<file path="config.mk">
export PLATFORM = sky130hd
export DESIGN_NAME = dmem_arbiter
export DESIGN_NICKNAME = d
export VERILOG_FILES = /design/src/rtl/swt16_pkg.sv /design/src/rtl/dmem_arbiter.sv
export SDC_FILE = /design/constraint.sdc
export NUM_CORES = 1
export LEC_CHECK = 0
export BUFFER_PORTS_ARGS = -buffer_cell sky130_fd_sc_hd__buf_2
export CAP_MARGIN = 20
export CORE_MARGIN = 5
export CORE_UTILIZATION = 41
export CTS_CLUSTER_SIZE = 25
export DETAILED_ROUTE_END_ITERATION = 8
export GPL_TIMING_DRIVEN = 0
export PLACE_DENSITY = 0.77
export RECOVER_POWER = 25
export REMOVE_ABC_BUFFERS = 1
export SLEW_MARGIN = 20
export SYNTH_ARGS = -nofsm -noshare
export SYNTH_HDL_FRONTEND = slang
export SYNTH_SLANG_ARGS = --single-unit
</file>
<file path="constraint.sdc">
create_clock -name clock -period 1.46 [get_ports clock]
set_input_delay 0.292 -clock clock [delete_from_list [all_inputs] [get_ports clock]]
set_output_delay 0.292 -clock clock [all_outputs]
set_load 0.05 [all_outputs]
</file>
<file path="src/rtl/swt16_pkg.sv">
`default_nettype none
// ============================================================================
// Module      : swt16_pkg
// Description : Shared constants and types for the swt16 data-memory path.
// Revision    : 1.0 - initial release
// ============================================================================
package swt16_pkg;

    localparam logic [0:0] ARB_ST_ARB    = 1'b0;
    localparam logic [0:0] ARB_ST_LOCKED = 1'b1;

    localparam logic REQ_CORE = 1'b0;
    localparam logic REQ_DBG  = 1'b1;

    typedef enum logic [0:0] {
        ST_ARB    = ARB_ST_ARB,
        ST_LOCKED = ARB_ST_LOCKED
    } arb_state_e;

endpackage
`default_nettype wire

</file>
<file path="src/rtl/dmem_arbiter.sv">
`default_nettype none
// ============================================================================
// Module      : dmem_arbiter
// Description : Core/debug arbiter for the single data-memory port, with
//               anti-starvation streak limit and debug burst lock.
// Revision    : 1.0 - initial release
// ============================================================================
module dmem_arbiter
    import swt16_pkg::*;
#(
    parameter int ADDR_WIDTH = 12,
    parameter int WORD_WIDTH = 16,
    parameter int MAX_STREAK = 4
) (
    input  logic                  clock,
    input  logic                  reset,
    input  logic                  in_core_req,
    input  logic                  in_core_we,
    input  logic [ADDR_WIDTH-1:0] in_core_addr,
    input  logic [WORD_WIDTH-1:0] in_core_wdata,
    output logic                  out_core_gnt,
    output logic                  out_core_stall,
    output logic                  out_core_rvalid,
    output logic [WORD_WIDTH-1:0] out_core_rdata,
    input  logic                  in_dbg_req,
    input  logic                  in_dbg_we,
    input  logic                  in_dbg_lock,
    input  logic [ADDR_WIDTH-1:0] in_dbg_addr,
    input  logic [WORD_WIDTH-1:0] in_dbg_wdata,
    output logic                  out_dbg_gnt,
    output logic                  out_dbg_rvalid,
    output logic [WORD_WIDTH-1:0] out_dbg_rdata,
    output logic [ADDR_WIDTH-1:0] out_mem_rd_addr,
    output logic [ADDR_WIDTH-1:0] out_mem_wr_addr,
    output logic [WORD_WIDTH-1:0] out_mem_wr_word,
    output logic                  out_mem_write_en,
    input  logic [WORD_WIDTH-1:0] in_mem_rd_word
);

    localparam int                  c_streak_w   = $clog2(MAX_STREAK + 1);
    localparam logic [c_streak_w-1:0] c_streak_max = c_streak_w'(MAX_STREAK);

    arb_state_e              r_state;
    arb_state_e              w_state_next;
    logic [c_streak_w-1:0]   r_streak;
    logic [c_streak_w-1:0]   w_streak_next;
    logic                    w_lock_hold;
    logic                    w_core_win;
    logic                    w_dbg_win;
    logic                    w_any_gnt;
    logic                    w_win_we;
    logic [ADDR_WIDTH-1:0]   w_win_addr;
    logic [WORD_WIDTH-1:0]   w_win_wdata;
    logic                    w_rd_gnt;
    logic                    w_core_rvalid;
    logic                    w_dbg_rvalid;

    logic [ADDR_WIDTH-1:0]   r_addr_hold;
    logic [WORD_WIDTH-1:0]   r_word_hold;
    logic                    r_rd_pending;
    logic                    r_rd_owner;
    logic [WORD_WIDTH-1:0]   r_core_rdata;
    logic [WORD_WIDTH-1:0]   r_dbg_rdata;

    always_comb begin
        w_state_next  = r_state;
        w_streak_next = r_streak;
        w_core_win    = 1'b0;
        w_dbg_win     = 1'b0;
        w_lock_hold   = (r_state == ST_LOCKED) && in_dbg_lock;
        if (reset) begin
            w_state_next  = ST_ARB;
            w_streak_next = '0;
        end else if (w_lock_hold) begin
            w_dbg_win     = in_dbg_req;
            w_streak_next = '0;
        end else begin
            // A released lock falls through here and is arbitrated this same cycle.
            w_dbg_win    = in_dbg_req && (!in_core_req || (r_streak == c_streak_max));
            w_core_win   = in_core_req && !w_dbg_win;
            w_state_next = (w_dbg_win && in_dbg_lock) ? ST_LOCKED : ST_ARB;
            if (w_core_win && in_dbg_req) begin
                w_streak_next = (r_streak == c_streak_max) ? c_streak_max : r_streak + 1'b1;
            end else begin
                w_streak_next = '0;
            end
        end
    end

    always_ff @(posedge clock) begin
        if (reset) begin
            r_state  <= ST_ARB;
            r_streak <= '0;
        end else begin
            r_state  <= w_state_next;
            r_streak <= w_streak_next;
        end
    end

    assign w_any_gnt   = w_core_win || w_dbg_win;
    assign w_win_we    = w_dbg_win ? in_dbg_we    : in_core_we;
    assign w_win_addr  = w_dbg_win ? in_dbg_addr  : in_core_addr;
    assign w_win_wdata = w_dbg_win ? in_dbg_wdata : in_core_wdata;
    assign w_rd_gnt    = w_any_gnt && !w_win_we;

    assign out_core_gnt     = w_core_win;
    assign out_dbg_gnt      = w_dbg_win;
    assign out_core_stall   = in_core_req && !w_core_win;
    assign out_mem_write_en = w_any_gnt && w_win_we;

    // Idle cycles keep the last address/data on the port rather than glitching to the loser.
    assign out_mem_rd_addr = reset ? '0 : (w_any_gnt ? w_win_addr : r_addr_hold);
    assign out_mem_wr_addr = out_mem_rd_addr;
    assign out_mem_wr_word = reset ? '0 : (w_any_gnt ? w_win_wdata : r_word_hold);

    assign w_core_rvalid   = !reset && r_rd_pending && (r_rd_owner == REQ_CORE);
    assign w_dbg_rvalid    = !reset && r_rd_pending && (r_rd_owner == REQ_DBG);
    assign out_core_rvalid = w_core_rvalid;
    assign out_dbg_rvalid  = w_dbg_rvalid;
    assign out_core_rdata  = reset ? '0 : (w_core_rvalid ? in_mem_rd_word : r_core_rdata);
    assign out_dbg_rdata   = reset ? '0 : (w_dbg_rvalid  ? in_mem_rd_word : r_dbg_rdata);

    always_ff @(posedge clock) begin
        if (reset) begin
            r_addr_hold  <= '0;
            r_word_hold  <= '0;
            r_rd_pending <= 1'b0;
            r_rd_owner   <= REQ_CORE;
            r_core_rdata <= '0;
            r_dbg_rdata  <= '0;
        end else begin
            if (w_any_gnt) begin
                r_addr_hold <= w_win_addr;
                r_word_hold <= w_win_wdata;
            end
            r_rd_pending <= w_rd_gnt;
            if (w_rd_gnt) begin
                r_rd_owner <= w_dbg_win ? REQ_DBG : REQ_CORE;
            end
            if (w_core_rvalid) begin
                r_core_rdata <= in_mem_rd_word;
            end
            if (w_dbg_rvalid) begin
                r_dbg_rdata <= in_mem_rd_word;
            end
        end
    end

endmodule
`default_nettype wire

</file>
==> results.sh <==
export IMPL_grtUsageMet3=0.0600
export IMPL_fin_skew_ns=0.00860
export IMPL_clk_pin_slew_ns=0.07
export IMPL_first_iter_violations=238
export IMPL_arrival_ns=1.82
export IMPL_switching_share=0.330
export IMPL_crit_type="flop to output pin"
export IMPL_synth_edf_count=0
export IMPL_drive_gt1_frac=0.670
export IMPL_met2_usage=0.523
export IMPL_p_sw_mw=1.79
export IMPL_fin_area_um2=6080
export IMPL_ir_drop_mv=0.779
export IMPL_numCtsBuffers=9
export IMPL_final_common_cell="buf_2"
export IMPL_max_slew_worst_pin_slew_ns=0.454
export IMPL_gp_congestion=0.770
export IMPL_finalPower_mw=5.42
export IMPL_hold_viol=0
export IMPL_antenna_found_initial=2
export IMPL_rsz0062_at_grt="true"
export IMPL_slew_headroom=0.697
export IMPL_htreeDepth=3
export IMPL_core_area_um2=7180
export IMPL_grt_pass1_vias=3675
export IMPL_leakage_nw=2.83
export IMPL_port_buffers=156
export IMPL_synthCells=320
export IMPL_power_frac_comb=0.323
export IMPL_ant_nets=0
export IMPL_initial_core_util=0.419
export IMPL_synth_async_reset_ratio=0
export IMPL_preCtsSetupSlack_ns=-2.31
export IMPL_rows=31
export IMPL_first_pass_iters=5
export IMPL_drc_errors=0
export IMPL_overflow=0
export IMPL_cts_root_buf="clkbuf_8"
export IMPL_io_pins=157
export IMPL_fin_nets=601
export IMPL_wl_per_cell_um=24.4
export IMPL_grt_pass1_wl_um=20100
export IMPL_cap_violations=0
export IMPL_synth_seq_cells=66
export IMPL_start_kind="flop"
export IMPL_violations="negative setup slack"
export IMPL_syn_to_final_growth_pct=102
export IMPL_cts_path_max_buffers=2
export IMPL_drv_slew=0
export IMPL_min_period_ns=2.12
export IMPL_worst_path_max_fanout=8
export IMPL_status="finished with violations"
export IMPL_yosysWarningCount=0
export IMPL_grt_usage=0.293
export IMPL_num_vias=3683
export IMPL_die_w_um=95.6
export IMPL_totalWireLength_um=15300
export IMPL_postSynthAreaPerCell_um2=9.39
export IMPL_final_cell_mix="76 x buf_2, 72 x buf_6, 60 x dfxtp_1"
export IMPL_grt_max_degree=41
export IMPL_yosysSeqAreaShare=0.440
export IMPL_worst_slack_ns=-0.656
export IMPL_syn_area_um2=3000
export IMPL_drt_vias_per_instance=5.88
export IMPL_finalCritPeriodShare=1.45
export IMPL_max_freq_mhz=472
export IMPL_holdPathStages=2
export IMPL_clock_sinks=66
export IMPL_min_path_type="primary input to flop"
export IMPL_ff2ff_path_depth=9
export IMPL_placed_area_um2=3640
export IMPL_clkPwrFrac=0.319
export IMPL_die_area_um2=9140
export IMPL_power_frac_seq=0.357
export IMPL_hpwl_um=6060
export IMPL_yosysUniqueCellTypes=35
export IMPL_crit_required_ns=1.17
export IMPL_clk_latency_ns=0.34
export IMPL_synth_flop_cell="dfxtp_1"
export IMPL_end_kind="output pin"
export IMPL_finalSetupViolCount=84
export IMPL_die_y_um=95.6
export IMPL_cellPowerDensity_nw_per_um2=891
export IMPL_tritoncts="done"
export IMPL_cts_hold_buf=0
export IMPL_gr_usage_met1=0.334
export IMPL_internal_power_mw=3.63
export IMPL_busiest_layer="met2"
cell type report:
class,count,area [µm²]
tap,99,124
clock inverter,2,60.1
timing repair buffer,215,2020
clock buffer,14,153
multi-input combinational,207,2280
antenna,2,5.00
inverter,21,93.8
fill,335,1100
sequential,66,1340
through the flow:
| stage | utilization | std cells | hold slack [ns] | TNS, ns |
|---|---|---|---|---|
| 6_report | 0.847 | 626 | 0.155 | -39.73 |
| 4_1_cts | 0.789 | 610 | 0.153 | -33.15 |
| 3_3_place_gp | 0.507 | 537 | 0.448 | -220.80 |
| 5_1_grt | 0.847 | 626 | 0.152 | -43.03 |
| 2_1_floorplan | - | 282 | 0.395 | -125.18 |
| 3_5_place_dp | 0.507 | 537 | 0.454 | -222.68 |
routing by layer:
metal	wire length, µm	part of all wire
met1	5500	0.36
met2	8020	0.53
met3	904	0.059
met4	843	0.055
met5	0	0
logic make-up (layout without fill, tap and decap cells):
logic type	count (synthesis)	after routing	share of synthesized area
AND/OR/NAND/NOR	66	76	0.106
adder cells (fa/ha/maj)	2	2	0.00833
multiplexers	29	29	0.0983
buffers and inverters	59	252	0.116
flip-flops	66	66	0.440
AO/OA/AOI/OAI	98	100	0.232
other	0	2	0
registers in the layout (all words and copies together), names as in the netlist:
register	count
r_addr_hold	12
r_core_rdata	16
r_dbg_rdata	16
r_rd_owner	1
r_rd_pending	1
r_state	1
r_streak	3
r_word_hold	16
what timing repair did:
| action | in CTS | in global routing |
|---|---|---|
| setup endpoints to repair | 141 | 85 |
| endpoints found under the hold margin | 0 | 0 |
| setup buffers | 47 | 16 |
| resized for setup | 352 | 62 |
| gates cloned | 12 | 1 |
| pin swaps | 34 | 27 |
power by group through the flow:
stage / registers (mW) / clock network [mW] / logic [mW]
2_1_floorplan: 1.96 / 0 / 0.708
3_3_place_gp: 1.96 / 0 / 1.02
3_5_place_dp: 1.97 / 0 / 1.03
4_1_cts: 1.93 / 1.70 / 1.56
5_1_grt: 1.94 / 1.80 / 1.80
6_report: 1.94 / 1.73 / 1.75
worst paths after layout:
path | start | end | slack (ns)
max | r_streak[0] | out_mem_wr_word[6] | -0.66
min | in_core_we | r_rd_pending | 0.15
max reg2reg | r_rd_owner | r_core_rdata[6] | -0.21
min reg2reg | r_dbg_rdata[15] | r_dbg_rdata[15] | 0.49
synth_stat cells, drive strengths merged, types with 2 or more instances:
master,count,area share
nand2,36,0.045
buf,34,0.084
dfxtp,66,0.44
o21ai,32,0.053
a21oi,29,0.048
nor3,3,0.0050
nand3,17,0.030
o221a,27,0.10
and3,3,0.0062
nor2,4,0.0050
ha,2,0.0083
inv,20,0.025
mux2i,28,0.093
clkbuf,4,0.0054
a21boi,3,0.0087
worst max-delay path: stages (launching register included):
cell and delay (ns):
dfxtp_2 0.34, inv_2 0.07, ha_4 0.17, buf_4 0.15, nand3_4 0.18, o22ai_2 0.32, nor3_4 0.08, buf_6 0.18
No activity file was read; power rests on OpenSTA's default activity.
